==> config.mk <==
export PLATFORM = sky130hd
export DESIGN_NAME = mem_bus_arbiter
export DESIGN_NICKNAME = d
export VERILOG_FILES = /design/src/rtl/mem_bus_pkg.sv /design/src/rtl/mem_bus_arbiter_dma_beat_ctr.sv /design/src/rtl/mem_bus_arbiter.sv
export SDC_FILE = /design/constraint.sdc
export NUM_CORES = 1
export LEC_CHECK = 0
export ABC_AREA = 1
export BUFFER_PORTS_ARGS = -buffer_cell sky130_fd_sc_hd__clkbuf_2
export CAP_MARGIN = 40
export CORE_AREA = 3 3 123 125
export DETAILED_ROUTE_END_ITERATION = 10
export DIE_AREA = 0 0 126 128
export PLACE_DENSITY = 0.76
export SETUP_SLACK_MARGIN = 0.4
export SYNTH_ARGS = -nofsm -noshare
export SYNTH_HDL_FRONTEND = slang
export SYNTH_SLANG_ARGS = --single-unit
==> constraint.sdc <==
create_clock -name clk -period 3 [get_ports clk]
set_input_delay 0.3 -clock clk [delete_from_list [all_inputs] [get_ports clk]]
set_output_delay 0.3 -clock clk [all_outputs]
set_load 0.02 [all_outputs]
==> src/rtl/mem_bus_pkg.sv <==
// Shared encodings for the CPU/DMA memory bus arbiter.
// Write-type codes, DMA FSM states and the default beat stride.
package mem_bus_pkg;

  localparam logic [1:0] MW_NONE = 2'd0;
  localparam logic [1:0] MW_WORD = 2'd1;
  localparam logic [1:0] MW_DMA  = 2'd2;
  localparam logic [1:0] MW_BYTE = 2'd3;

  localparam int unsigned ADDR_STEP_DEF = 2;

  typedef enum logic [1:0] {
    ST_IDLE = 2'd0,
    ST_RD   = 2'd1,
    ST_WR   = 2'd2,
    ST_DONE = 2'd3
  } dma_state_e;

endpackage

==> src/rtl/mem_bus_arbiter_dma_beat_ctr.sv <==
// DMA beat counter: current beat address and beats still to issue.
// Ports: clk/rst, load (base,len), step; outputs cur, last, empty.
module dma_beat_ctr
  import mem_bus_pkg::*;
#(
  parameter int unsigned ADDR_STEP = ADDR_STEP_DEF,
  parameter int unsigned LEN_W     = 16
) (
  input  logic             clk,
  input  logic             rst,
  input  logic             load,
  input  logic [31:0]      base,
  input  logic [LEN_W-1:0] len,
  input  logic             step,
  output logic [31:0]      cur,
  output logic             last,
  output logic             empty
);

  logic [31:0]      cur_q, cur_d;
  logic [LEN_W-1:0] rem_q, rem_d;

  always_comb begin
    cur_d = cur_q;
    rem_d = rem_q;
    if (load) begin
      cur_d = base;
      rem_d = len;
    end else if (step) begin
      // 32-bit add wraps silently past 0xFFFF_FFFF
      cur_d = cur_q + 32'(ADDR_STEP);
      rem_d = rem_q - LEN_W'(1);
    end
  end

  always_ff @(posedge clk or posedge rst) begin
    if (rst) begin
      cur_q <= '0;
      rem_q <= '0;
    end else begin
      cur_q <= cur_d;
      rem_q <= rem_d;
    end
  end

  assign cur   = cur_q;
  assign last  = (rem_q == LEN_W'(1));
  assign empty = (rem_q == '0);

endmodule

==> src/rtl/mem_bus_arbiter.sv <==
// Memory port arbiter: CPU has absolute priority, DMA fills idle cycles.
// Ports: cpu_* pass-through, dma_* control/stream, mem_* to memory.
module mem_bus_arbiter
  import mem_bus_pkg::*;
#(
  parameter int unsigned ADDR_STEP = ADDR_STEP_DEF,
  parameter int unsigned LEN_W     = 16
) (
  input  logic             clk,
  input  logic             rst,
  input  logic             cpu_rd,
  input  logic [1:0]       cpu_wr,
  input  logic [31:0]      cpu_addr,
  input  logic [31:0]      cpu_wdata,
  output logic [31:0]      cpu_rdata,
  input  logic             dma_start,
  input  logic             dma_dir,
  input  logic [31:0]      dma_base,
  input  logic [LEN_W-1:0] dma_len,
  output logic             dma_busy,
  output logic             dma_done,
  output logic [31:0]      dma_rdata,
  output logic             dma_rvalid,
  input  logic             dma_rready,
  input  logic [31:0]      dma_wdata,
  input  logic             dma_wvalid,
  output logic             dma_wready,
  output logic             mem_rd,
  output logic [1:0]       mem_wr,
  output logic [31:0]      mem_addr,
  output logic [31:0]      mem_wdata,
  input  logic [31:0]      mem_rdata
);

  dma_state_e  state_q, state_d;
  logic        rvalid_q, rvalid_d;
  logic [31:0] rdata_q, rdata_d;

  logic        cpu_act;
  logic        rd_beat, wr_beat;
  logic        ctr_load;
  logic [31:0] ctr_cur;
  logic        ctr_last, ctr_empty;

  assign cpu_act = cpu_rd | (cpu_wr != MW_NONE);

  // A read beat also needs room in the one-entry output holding slot
  assign rd_beat = (state_q == ST_RD) & ~ctr_empty & ~cpu_act
                 & (~rvalid_q | dma_rready);
  assign wr_beat = (state_q == ST_WR) & ~cpu_act & dma_wvalid;

  assign ctr_load = (state_q == ST_IDLE) & dma_start
                  & (dma_len != '0);

  dma_beat_ctr #(
    .ADDR_STEP (ADDR_STEP),
    .LEN_W     (LEN_W)
  ) u_ctr (
    .clk   (clk),
    .rst   (rst),
    .load  (ctr_load),
    .base  (dma_base),
    .len   (dma_len),
    .step  (rd_beat | wr_beat),
    .cur   (ctr_cur),
    .last  (ctr_last),
    .empty (ctr_empty)
  );

  always_ff @(posedge clk or posedge rst) begin
    if (rst) begin
      state_q  <= ST_IDLE;
      rvalid_q <= 1'b0;
      rdata_q  <= '0;
    end else begin
      state_q  <= state_d;
      rvalid_q <= rvalid_d;
      rdata_q  <= rdata_d;
    end
  end

  always_comb begin
    state_d = state_q;
    unique case (state_q)
      ST_IDLE: begin
        if (dma_start) begin
          if (dma_len == '0) state_d = ST_DONE;
          else if (dma_dir)  state_d = ST_WR;
          else               state_d = ST_RD;
        end
      end
      // Finish only once the last held beat has been taken
      ST_RD: begin
        if (ctr_empty & rvalid_q & dma_rready)
          state_d = ST_DONE;
      end
      ST_WR: begin
        if (wr_beat & ctr_last) state_d = ST_DONE;
      end
      ST_DONE: state_d = ST_IDLE;
      default: state_d = ST_IDLE;
    endcase
  end

  always_comb begin
    rvalid_d = rvalid_q;
    rdata_d  = rdata_q;
    if (rd_beat) begin
      rvalid_d = 1'b1;
      rdata_d  = mem_rdata;
    end else if (rvalid_q & dma_rready) begin
      rvalid_d = 1'b0;
    end
  end

  always_comb begin
    mem_rd    = 1'b0;
    mem_wr    = MW_NONE;
    mem_addr  = '0;
    mem_wdata = '0;
    unique case (1'b1)
      cpu_act: begin
        mem_rd    = cpu_rd;
        mem_wr    = cpu_wr;
        mem_addr  = cpu_addr;
        mem_wdata = cpu_wdata;
      end
      rd_beat: begin
        mem_rd   = 1'b1;
        mem_addr = ctr_cur;
      end
      wr_beat: begin
        mem_wr    = MW_DMA;
        mem_addr  = ctr_cur;
        mem_wdata = dma_wdata;
      end
      default: ;
    endcase
  end

  assign cpu_rdata  = mem_rdata;
  assign dma_busy   = (state_q == ST_RD) | (state_q == ST_WR);
  assign dma_done   = (state_q == ST_DONE);
  assign dma_rvalid = rvalid_q;
  assign dma_rdata  = rdata_q;
  assign dma_wready = wr_beat;

endmodule

### Word level (Yosys, flattened, before mapping)

Cells that the tools add are included.

| storage, ports and cells | value |
|---|---|
| register bits | 83 |
| bits of input ports | 185 |
| word-level logic and storage cells | 57 |

| cells by class | value |
|---|---|
| $add $sub $neg | 2 |
| eq/ne operators | 7 |
| muxes and demuxes | 16 |
| bitwise operators | 18 |
| reductions and logical operators | 9 |

Operators with widths:

| operator | number |
|---|---|
| case mux 32 bit (2 select lines) | 2 |
| two-way mux 32 bit | 2 |
| adder 32 x 2 -> 32 bit (second input constant) | 1 |
| zero test 16 bit | 2 |
| two-way mux 16 bit | 2 |
| == test 16 x 1 -> 1 bit (second input constant) | 1 |
| nonzero test 16 bit | 1 |
| subtractor 16 x 1 -> 16 bit (second input constant) | 1 |
| bitwise AND 1 bit | 11 |
| two-way mux 2 bit | 5 |
| case mux 2 bit (4 select lines) | 1 |
| nonzero test 2 bit | 3 |
| == test 2 bit (second input constant) | 2 |
| != test 2 x 1 -> 1 bit (second input constant) | 2 |
| bitwise OR 1 bit | 4 |
| case mux 2 bit (2 select lines) | 1 |
| NOT 1 bit | 3 |
| AND reduction 3 bit | 1 |
| == test 2 x 1 -> 1 bit (second input constant) | 1 |
| zero test 2 bit | 1 |
| two-way mux 1 bit | 2 |
| != test 2 bit (second input constant) | 1 |
| case mux 1 bit (2 select lines) | 1 |
| OR reduction 2 bit | 1 |

### Longest topological paths before layout

| logic depth | value |
|---|---|
| depth after elaboration | 8 |
| depth in mapped cells | 12 |
| depth with buffers taken out | 12 |

### By module

Synthesis repeated with hierarchy kept, for this count alone.

| unflattened totals | value |
|---|---|
| cell total of the unflattened synthesis | 915 |
| area, all modules | 5973.2 sq um |

Modules (own cells, without submodules):

| module | times used | cells an instance | area an instance (sq um) | sequential area each (sq um) |
|---|---|---|---|---|
| dma_beat_ctr | 1 | 481 | 3248.1 | 1201.2 |
| mem_bus_arbiter | 1 | 434 | 2725.1 | 875.8 |

### Least setup slack after synthesis

OpenSTA, ideal clock, no wires.

| timing | value |
|---|---|
| path type | reg-to-output |
| from | register state_q[0] |
| to | output mem_addr[12] |
| data arrival time | 1.709 ns |
| slack | 0.991 ns |
| cell stages (with the launch flop) | 10 |
| path buffers | 1 |
| cell sequence | dfrtp_1 inv_1 ha_1 nand2_1 nor2_2 inv_2 nand2_2 inv_2 buf_4 o21ai_1 |

| on the way | value |
|---|---|
| longest elaborated chain between the ends | 6 |
| elaborated cells between the ends (all ways) | 9 |

RTL lines:

| what | line | text |
|---|---|---|
| start, declared | mem_bus_arbiter.sv:35 | `dma_state_e state_q, state_d;` |
| start signal, assigned | mem_bus_arbiter.sv:76 | `state_q <= state_d;` |
| == test 2 x 1 -> 1 bit | mem_bus_arbiter.sv:48 | `assign rd_beat = (state_q == ST_RD) & ~ctr_empty & ~cpu_act` |
| bitwise AND 1 bit (2 in series) | mem_bus_arbiter.sv:48 |  |
| bitwise AND 1 bit | mem_bus_arbiter.sv:49 | `& (~rvalid_q \| dma_rready);` |
| OR reduction 2 bit (no source line) * | -- |  |
| case mux 32 bit (2 select lines) * | mem_bus_arbiter.sv:121 | `unique case (1'b1)` |
| end, declared | mem_bus_arbiter.sv:30 | `output logic [31:0] mem_addr,` |

Mark *: on every way between the ends. The rest lies on a longest branch, timed or not.

### Worst setup path in the final report

| timing | value |
|---|---|
| from | register state_q[0] |
| to | output mem_wdata[14] |

| on the way | value |
|---|---|
| longest elaborated chain between the ends | 4 |

RTL lines:

| what | line | text |
|---|---|---|
| == test 2 bit | mem_bus_arbiter.sv:50 | `assign wr_beat = (state_q == ST_WR) & ~cpu_act & dma_wvalid;` |
| bitwise AND 1 bit (2 in series) | mem_bus_arbiter.sv:50 |  |
| case mux 32 bit (2 select lines) | mem_bus_arbiter.sv:121 |  |
| end, declared | mem_bus_arbiter.sv:31 | `output logic [31:0] mem_wdata,` |

Every way passes these cells.

==> results.toml <==
[status]
outcome = "finished clean"

[global_route]
grt_pass1_wl_microns = 35100
grt_pass1_vias = 6517
grtUsageTotal_pct = 27.7
antenna_found_initial = 1
grt_overflow = 0
grt_max_degree = 57

[place]
hpwl_microns = 18400
place.gp.congestion = 0.921
numPlacedInstances = 1357
portBuffers = 319

[clocking]
cts_buffer_depth = 2
cts_root_buf = "clkbuf_16"
clkLatencyLatePin_ns = 0.34
cts_made_buffers = 9
cts_sinks = 83
cts_tree = "yes"
clk_pin_slew_ns = 0.06
ctsHtreeMaxLevel = 3

[timing]
fin_crit_sh_pct = 83.0
hold_violations = 0
setup_viol_count_final = 0
rsz0062_at_grt = "no"
final.min_clock_period_ns = 2.49
timing.setup.tns_ns = 0
relSlewSlack_pct = 51.2
drv_slew = 0
finalHoldWorstSlack_ns = 0.150
fin_skew_ns = 0.00874
worstMarginPinSlew_ns = 0.731
max_freq_mhz = 402

[final_layout]
nets = 1383
finalCoreUtilization_pct = 56.1
final_common_cell = "nand2_1"
fill_cells = 1408
syn_to_final_growth_pct = 29.4
instances_no_fill = 1374
multi_input_area_sq_um = 3210
drive_gt1_share_pct = 31.7
layout_common_cells = "350 x nand2_1, 319 x clkbuf_2, 88 x inv_1"
seq_area_sq_um = 2080
n_antenna_cell = 0

[logic_synthesis]
ys_ff_latch = 83
ys_warn_count = 0
synth_cells = 919
yosysSeqAreaShare_pct = 34.3
syn_area_sq_um = 6060
syn-num-nets = 1111
yosysUniqueCellTypes = 29
syn_avg_cell_area_sq_um = 6.60

[detailed_routing]
wl_per_cell_microns = 16.8
drt-met1-wl_microns = 9150
drtIter0Drc = 457
met3_wirelength_microns = 2030
drc = 0
vias = 6833
met2_wirelength_microns = 11500
viasPerCell = 4.97
wl_microns = 23100
firstDrtPassIters = 5
antenna_left = 0
routed.top_layer = "met5"

[worst_setup_path]
critPathCaptureType = "primary output"
r2r-end = "u_ctr.rem_q[1]"
r2r-start = "u_ctr.rem_q[1]"
cp-start-kind = "flip-flop"
worstSetupPathType = "flip-flop to primary output"
arrival_ns = 2.19
reg2reg_depth = 11
crit_fanout = 35
ff2ff_setup_slack_ns = 0.63
cp_data_required_time_ns = 2.70

[power]
total_power_mw = 6.12
ir_worst_vdd_mv = 0.591
power_density_nw_per_um2 = 781
p_leak_nw = 4.52

[die]
dieArea_sq_um = 16100
die_y_microns = 128
die_x_microns = 126
coreArea_sq_um = 14000
row_count = 43
io_pins = 320
initial_core_util_pct = 43.3

[min_path]
whs_path_depth = 3
hp-start = "dma_base[0]"
hold_path_end = "u_ctr.cur[0]"
hold_path.class = "input pin to flip-flop"

[job]
drv_cap = 0
[per-stage QoR]
stage          setup WS [ns]  area, sq um
6_report               0.510         7840
5_1_grt                0.401         7840
4_1_cts                0.418         7830
3_5_place_dp           0.486         7510
3_3_place_gp           0.579         7510
2_1_floorplan          0.563         6060
[cell families after synthesis]
family                     share of synthesized area [%]
AOI/OAI and AO/OA                                   13.9
xor gates and xnor gates                            2.89
adders and majority gates                           1.44
buffers and inverters                               13.2
DFF                                                 34.3
and+or+nand+nor                                     34.2
[power breakdown]
part | total [mW] | internal, mW | switching (mW)
registers | 2.05 | 1.59 | 0.454
clock network | 1.10 | 0.656 | 0.444
logic | 2.97 | 1.02 | 1.96
[worst max-delay path: stages (launching register included)]
cell and delay, ns:
dfrtp_1 0.42, inv_1 0.10, ha_1 0.17, nand2_1 0.09, nor2_4 0.13, buf_4 0.39
a22o_1 0.33, clkbuf_2 0.22
[synthesized netlist by cell type, drive strengths merged]
cell type | number | area share [%]
dfrtp | 83 | 34
nand3 | 57 | 5.0
nand4 | 5 | 0.52
nor2 | 90 | 5.8
or2 | 6 | 0.62
nand2 | 355 | 22
buf | 53 | 6.4
o21ai | 88 | 8.0
nor3 | 1 | 0.082
ha | 7 | 1.4
a21boi | 1 | 0.12
xnor2 | 2 | 0.29
xor2 | 18 | 2.6
a21oi | 2 | 0.17
nor4 | 1 | 0.10
a22o | 39 | 5.6
inv | 94 | 5.8
clkbuf | 17 | 1.1
[metal layers]
layer  vias to the layer above  GRT usage, %
met2                       283          48.1
met1                      3115          34.4
li1                       3409             -
met3                        24          8.33
met5                         -             0
met4                         2          5.55
[worst max-delay path by stage]
stage	slack [ns]	end	start	depth (start not counted)
after detailed placement	0.49	mem_addr[27]	u_ctr.rem_q[0]	10
after global routing	0.40	mem_wdata[14]	state_q[0]	7
after CTS	0.42	mem_addr[9]	u_ctr.rem_q[0]	10
after global placement	0.58	mem_addr[5]	u_ctr.rem_q[0]	10
final	0.51	mem_wdata[14]	state_q[0]	7
after floorplan	0.56	dma_rdata[0]	rst	1
[cell type report]
class	count	share of cell area, %
Multi-Input combinational cell	673	41.0
Clock buffer	11	3.10
Tap cell	180	2.87
Timing Repair Buffer	330	21.5
Inverter	94	4.58
Sequential cell	83	26.5
Clock inverter	3	0.511
[state kept, by name, indices dropped and copies added (netlist names)]
signal       cells
dma_rdata       32
dma_rvalid       1
state_q          2
u_ctr.cur       32
u_ctr.rem_q     16
[repair_timing]
item | in CTS | in global routing
setup buffers | 1 | 0
endpoints found under the setup margin | 29 | 32
endpoints found under the hold margin | 16 | 0
hold buffers | 1 | 0
gates cloned | 1 | 0
gates resized for setup | 3 | 4
No activity file was read; power rests on OpenSTA's default activity.
